## src/rtl/sap1_control_sequencer.sv

```systemverilog
// rtl/sap1_control_sequencer.sv - SAP-1 hardwired control unit: six-state ring counter, opcode decode, halt latch.
// Optional: define SAP1_CU_VAR_CYCLE_EN for variable-length machine cycles.
module sap1_control_sequencer #(
    parameter logic [3:0] OP_LDA = 4'h0,
    parameter logic [3:0] OP_ADD = 4'h1,
    parameter logic [3:0] OP_SUB = 4'h2,
    parameter logic [3:0] OP_OUT = 4'hE,
    parameter logic [3:0] OP_HLT = 4'hF
) (
    input  logic       CLK,
    input  logic       CLR,
    input  logic [3:0] OPCODE,
    output logic       CP,
    output logic       EP,
    output logic       LM,
    output logic       CE,
    output logic       LI,
    output logic       EI,
    output logic       LA,
    output logic       EA,
    output logic       SU,
    output logic       EU,
    output logic       LB,
    output logic       LO,
    output logic [5:0] T_STATE,
    output logic       HALTED
);

    typedef enum logic [5:0] {
        T1 = 6'b000001,
        T2 = 6'b000010,
        T3 = 6'b000100,
        T4 = 6'b001000,
        T5 = 6'b010000,
        T6 = 6'b100000
    } t_state_e;

    t_state_e state;
    t_state_e state_nxt;
    logic     halted_q;

    always_comb begin
        state_nxt = T1;
        case (state)
            T1: state_nxt = T2;
            T2: state_nxt = T3;
            T3: state_nxt = T4;
`ifdef SAP1_CU_VAR_CYCLE_EN
            // OUT and NOP are done after T4; HLT still steps to T5 where it parks.
            T4: begin
                if (OPCODE == OP_LDA || OPCODE == OP_ADD ||
                    OPCODE == OP_SUB || OPCODE == OP_HLT)
                    state_nxt = T5;
                else
                    state_nxt = T1;
            end
            T5: state_nxt = (OPCODE == OP_LDA) ? T1 : T6;
`else
            T4: state_nxt = T5;
            T5: state_nxt = T6;
`endif
            T6: state_nxt = T1;
            default: state_nxt = T1;
        endcase
    end

    always_ff @(posedge CLK) begin
        if (CLR) begin
            state    <= T1;
            halted_q <= 1'b0;
        end else if (!halted_q) begin
            state <= state_nxt;
            if (state == T4 && OPCODE == OP_HLT)
                halted_q <= 1'b1;
        end
    end

    // Decode is gated by CLR and the halt latch so the datapath sees a quiet bus.
    always_comb begin
        CP = 1'b0;
        EP = 1'b0;
        LM = 1'b0;
        CE = 1'b0;
        LI = 1'b0;
        EI = 1'b0;
        LA = 1'b0;
        EA = 1'b0;
        SU = 1'b0;
        EU = 1'b0;
        LB = 1'b0;
        LO = 1'b0;
        if (!CLR && !halted_q) begin
            case (state)
                T1: begin
                    EP = 1'b1;
                    LM = 1'b1;
                end
                T2: CP = 1'b1;
                T3: begin
                    CE = 1'b1;
                    LI = 1'b1;
                end
                T4: begin
                    if (OPCODE == OP_LDA || OPCODE == OP_ADD || OPCODE == OP_SUB) begin
                        EI = 1'b1;
                        LM = 1'b1;
                    end else if (OPCODE == OP_OUT) begin
                        EA = 1'b1;
                        LO = 1'b1;
                    end
                end
                T5: begin
                    if (OPCODE == OP_LDA) begin
                        CE = 1'b1;
                        LA = 1'b1;
                    end else if (OPCODE == OP_ADD || OPCODE == OP_SUB) begin
                        CE = 1'b1;
                        LB = 1'b1;
                    end
                end
                T6: begin
                    if (OPCODE == OP_ADD || OPCODE == OP_SUB) begin
                        EU = 1'b1;
                        LA = 1'b1;
                        SU = (OPCODE == OP_SUB);
                    end
                end
                default: ;
            endcase
        end
    end

    assign T_STATE = state;
    assign HALTED  = halted_q;

endmodule
```

## config.mk

```make
export PLATFORM = sky130hd
export DESIGN_NAME = sap1_control_sequencer
export DESIGN_NICKNAME = d
export VERILOG_FILES = /design/src/rtl/sap1_control_sequencer.sv
export SDC_FILE = /design/constraint.sdc
export NUM_CORES = 1
export LEC_CHECK = 0
export ABC_AREA = 1
export CORE_AREA = 2 2 39 41
export CTS_BUF_LIST = sky130_fd_sc_hd__clkbuf_8
export DETAILED_ROUTE_END_ITERATION = 16
export DIE_AREA = 0 0 41 43
export PLACE_DENSITY = 0.79
export REMOVE_ABC_BUFFERS = 1
export SETUP_SLACK_MARGIN = 0.2
export SYNTH_ARGS = -nofsm -noshare
export SYNTH_HDL_FRONTEND = slang
export SYNTH_SLANG_ARGS = --single-unit
```

## constraint.sdc

```tcl
create_clock -name CLK -period 1.34 [get_ports CLK]
set_input_delay 0.201 -clock CLK [delete_from_list [all_inputs] [get_ports CLK]]
set_output_delay 0.201 -clock CLK [all_outputs]
set_load 0.1 [all_outputs]
```

* Word level (Yosys, flattened, before mapping)
Cells that the tools add are included.
** Word-level totals
- Flip-flop bits (word level) :: 7
- Bits in latches :: 0
- RAM bits :: 0
- Bits in read-only memories :: 0
- Word-level logic and storage cells :: 53
- Memories kept :: 0
** Cells by class
- $add $sub $neg :: 0
- $mul :: 0
- Div/mod/pow operators :: 0
- $lt $le $gt $ge :: 0
- Eq/ne operators :: 10
- Shift operators :: 0
- Mux-type cells :: 33
- Bitwise gates (word level) :: 0
- Reductions and logical operators :: 8
** Operators with widths (number)
- case mux 6 bit (5 select lines) :: 1
- two-way mux 1 bit :: 29
- == test 4 bit (second input constant) :: 2
- == test 6 x 1 -> 1 bit (second input constant) :: 1
- == test 6 x 2 -> 1 bit (second input constant) :: 1
- == test 6 x 3 -> 1 bit (second input constant) :: 1
- == test 6 x 4 -> 1 bit (second input constant) :: 1
- == test 6 x 5 -> 1 bit (second input constant) :: 1
- == test 6 bit (second input constant) :: 1
- case mux 1 bit (2 select lines) :: 3
- == test 4 x 1 -> 1 bit (second input constant) :: 1
- == test 4 x 2 -> 1 bit (second input constant) :: 1
- zero test 4 bit :: 1
- logical OR 1 bit :: 3
- logical AND 1 bit :: 2
- zero test 1 bit :: 2

* Depth between registers and ports, before layout
- Depth after elaboration :: 6
- Depth in mapped cells :: 6

* Worst setup path after synthesis
OpenSTA, ideal clock, no wires.
- Path type :: register to output
- Start :: reg state[3], in the netlist T_STATE[3]
- End :: out LO
- Arrival :: 3.114 ns
- Required time :: 1.139 ns
- Path slack :: -1.975 ns
- Cell stages (with the launch flop) :: 6
- Path buffers :: 1
- Cells stage by stage :: dfxtp_1 inv_1 nor2_1 nand2_2 nor3_2 buf_4
** Between the ends
- Longest elaborated chain between the ends :: 3
** Ends and longest elaborated chain
- start: declaration :: RTL line 38 : t_state_e state;
- start signal: assignment :: RTL line 72 : state <= state_nxt;
- == test 6 x 4 -> 1 bit
- two-way mux 1 bit (2 in a row)
- end: declaration :: RTL line 24 : output logic LO,
Every way passes these cells.

* Worst setup path in the final report
- Start :: reg state[2], in the netlist T_STATE[2]
- End :: out LM
** Between the ends
- Longest elaborated chain between the ends :: 3
** Ends and longest elaborated chain
- == test 6 x 4 -> 1 bit / == test 6 x 1 -> 1 bit (equally long branches) :: RTL line 93 : case (state)
- case mux 1 bit (2 select lines) * :: RTL line 93
- two-way mux 1 bit * :: RTL line 92 : if (!CLR && !halted_q) begin
- end: declaration :: RTL line 15 : output logic LM,
Every way passes the cells marked *; elsewhere a longest branch is shown, timed or not.

==> run summary <==
total power -> 0.00108 W
critical path capture point type -> primary output
H-tree depth -> 1
Logic pwr share -> 48.7%
mux share of post-synthesis cell area -> 0%
predominant post-synthesis flop cell -> dfxtp_1
final RePlAce weighted congestion -> 0.868
area taken by multi-input logic gates -> 420 um2
fillers -> 33
flops & latches, synth -> 7
TritonRoute pass-1 iters -> 4
power per standard cell area -> 815 mW/mm2
CTS Buffer Depth -> 2
gr usage total -> 26.7%
Post-synth ARST share -> 0%
IO buf count -> 24
crit-path cells -> inv_1 -> nand2_1 -> nor2_2 -> nand3_2 -> o21ai_2 -> buf_12
Psw -> 0.000470 W
commonest non-fill, non-tap cell in the layout -> buf_4
Switching Share -> 43.6%
RSZ-0062 raised after global routing -> yes
failing checks -> setup timing
final cycle utilization of the critical path -> 131%
Synthesis Warnings -> 0
hpwl dp -> 1.24 mm
core region area -> 0.00138 mm2
synth-to-layout area growth -> 175%
initial drt markers -> 61
first-pass GRT wire length -> 3.13 mm
Tmin final -> 1.76 ns
WHS -> 0.515 ns
Root Driver -> clkbuf_8
Die H -> 43 um
Post-Synth Simple-Gate Area -> 46.8%
Cell Rows -> 14
HP Class -> input pin to flop
final hold violations -> 0
Setup Viol. Count Final -> 14
CP bufs+invs -> 2
Die Width -> 41 um
Slew headroom -> 79.7%
register area share after synthesis -> 29.1%
Synth Area in Compound Gates -> 12.5%
Via Count -> 875
clk slew on worst S/H paths -> 0.04 ns
Critical Path Slowest Stage Cell -> dfxtp_4
Final nets -> 135
CTS tree -> done
Post-synth EDFFs -> 0
DRC errors left -> 0
WL/cell -> 21.9 um
initial antenna violation count -> 0
CP arrival -> 1.56 ns
Starting Density -> 34.8%
I/O pin count -> 25
most frequent cells in the layout -> buf_4 (21), buf_12 (20), inv_2 (9)
clock share of power -> 28.6%
Final TNS setup -> -4.23 ns
xor/xnor share of the synthesized area -> 0%
status -> complete, but fails checks
VDD IR max -> 786 uV
syn avg cell area -> 6.34 um2
synthesized area -> 482 um2
worst-path fanout max -> 5
die area -> 0.00176 mm2
adder-cell area share of the yosys netlist -> 0%
layout cells sized above 1 -> 73.4%
final worst slack -> -0.417 ns
largest net degree at the start of global routing -> 8
vias in the first global route -> 754
static leakage -> 0.627 nW
clock sink count -> 7
largest family of logic cells by synthesized area -> simple AND/OR/NAND/NOR gates
sequential power share -> 22.6%
critical path required time -> 1.14 ns
number of library cell types mapped by synthesis -> 19
crit start category -> flop
Skew-Pair Late Insertion Delay -> 0.24 ns
Final Max Slew Viols -> 0
CP Class -> flop to primary output
max_cap viols -> 0
Clock Skews -> 0.00519 ns
Pint -> 0.000608 W
CTS Buf Count -> 3
cell family with most CP delay -> simple AND/OR/NAND/NOR gates
final wirelength -> 3.15 mm
antenna viol nets, final -> 0
GRT overflow -> 0
via density per instance -> 6.08
placed cell count -> 129
Non-Filler Instances -> 144
delay of the slowest critical-path stage -> 0.37 ns
Antenna diodes -> 0
Register Area -> 153 um2
cells after synthesis -> 76
Max Freq -> 0.569 GHz
Worst Tran Pin Value -> 0.301 ns
==> logic make-up (layout without fill, tap and decap cells) <==
logic type	after synthesis	in the layout
and+or+nand+nor	44	44
buffers and inverters	14	66
AOI/OAI and AO/OA	11	11
DFF	7	7
==> through the flow <==
stage          worst slack, ns  utilization (%)  cell area, um2
3_3_place_gp            -0.319             74.4            1030
5_1_grt                 -0.439             95.6            1320
6_report                -0.417             95.6            1320
2_1_floorplan            -2.57                -             474
4_1_cts                 -0.257             87.4            1210
3_5_place_dp            -0.362             74.4            1030
==> power groups by stage <==
stage	combinational, W	sequential [W]	clock, W
after floorplan	0.000162	0.000324	0
after global placement	0.000422	0.000233	0
after detailed placement	0.000427	0.000234	0
after CTS	0.000463	0.000235	0.000296
after global routing	0.000535	0.000243	0.000319
final	0.000525	0.000244	0.000309
==> path summary, 6_finish.rpt <==
check / start / end / slack (ns) / depth (start not counted)
worst max-delay path: T_STATE[2] / LM / -0.42 / 6
worst min-delay path: CLR / HALTED / 0.51 / 3
worst max register to register: T_STATE[2] / T_STATE[0] / -0.10 / 10
worst min register to register: T_STATE[2] / T_STATE[2] / 0.60 / 2
==> tightest hold or removal path, cell delays in order <==
cell	delay, ns
dlygate4sd2_1	0.27
buf_4	0.18
a21oi_2	0.05
==> flip-flops by register name (all words and copies together) (netlist names) <==
name	flops
HALTED	1
T_STATE	6
==> Yosys cell counts (2+ instances only) <==
library cell  number  area, um2
dfxtp_1            7        140
inv_1             12       45.0
nor2_2             3       18.8
a21oi_1            3       15.0
nor2_1            15       56.3
o21ai_0            4       20.0
o31ai_1            2       15.0
nand4_1            3       18.8
nand2_1           12       45.0
nand3_1            5       25.0
o21ai_1            2       10.0
==> routing by layer <==
metal,GRT usage [%],vias up,share of wire [%],wire (um)
met5,0,-,0,0
met4,20.0,0,6.1,193
met3,4.19,31,10,320
met2,45.9,88,50,1580
met1,26.0,405,33,1050
li1,-,351,-,-
==> cell type report <==
type | instances | share of cell area, %
multi-input cells | 55 | 31.8
clock inverters | 1 | 0.284
repair buffers | 49 | 48.1
clock buffers | 3 | 3.12
well taps | 16 | 1.51
flip-flops and latches | 7 | 11.5
inverters | 13 | 3.69
==> repair_timing <==
action | 4_1_cts | 5_1_grt
pin swaps | 10 | 11
buffers inserted | 5 | 6
resized for setup | 42 | 17
hold buffers | 0 | 0
endpoints found under the setup margin | 13 | 16
Note: power is estimated with default switching activity, not from simulation.
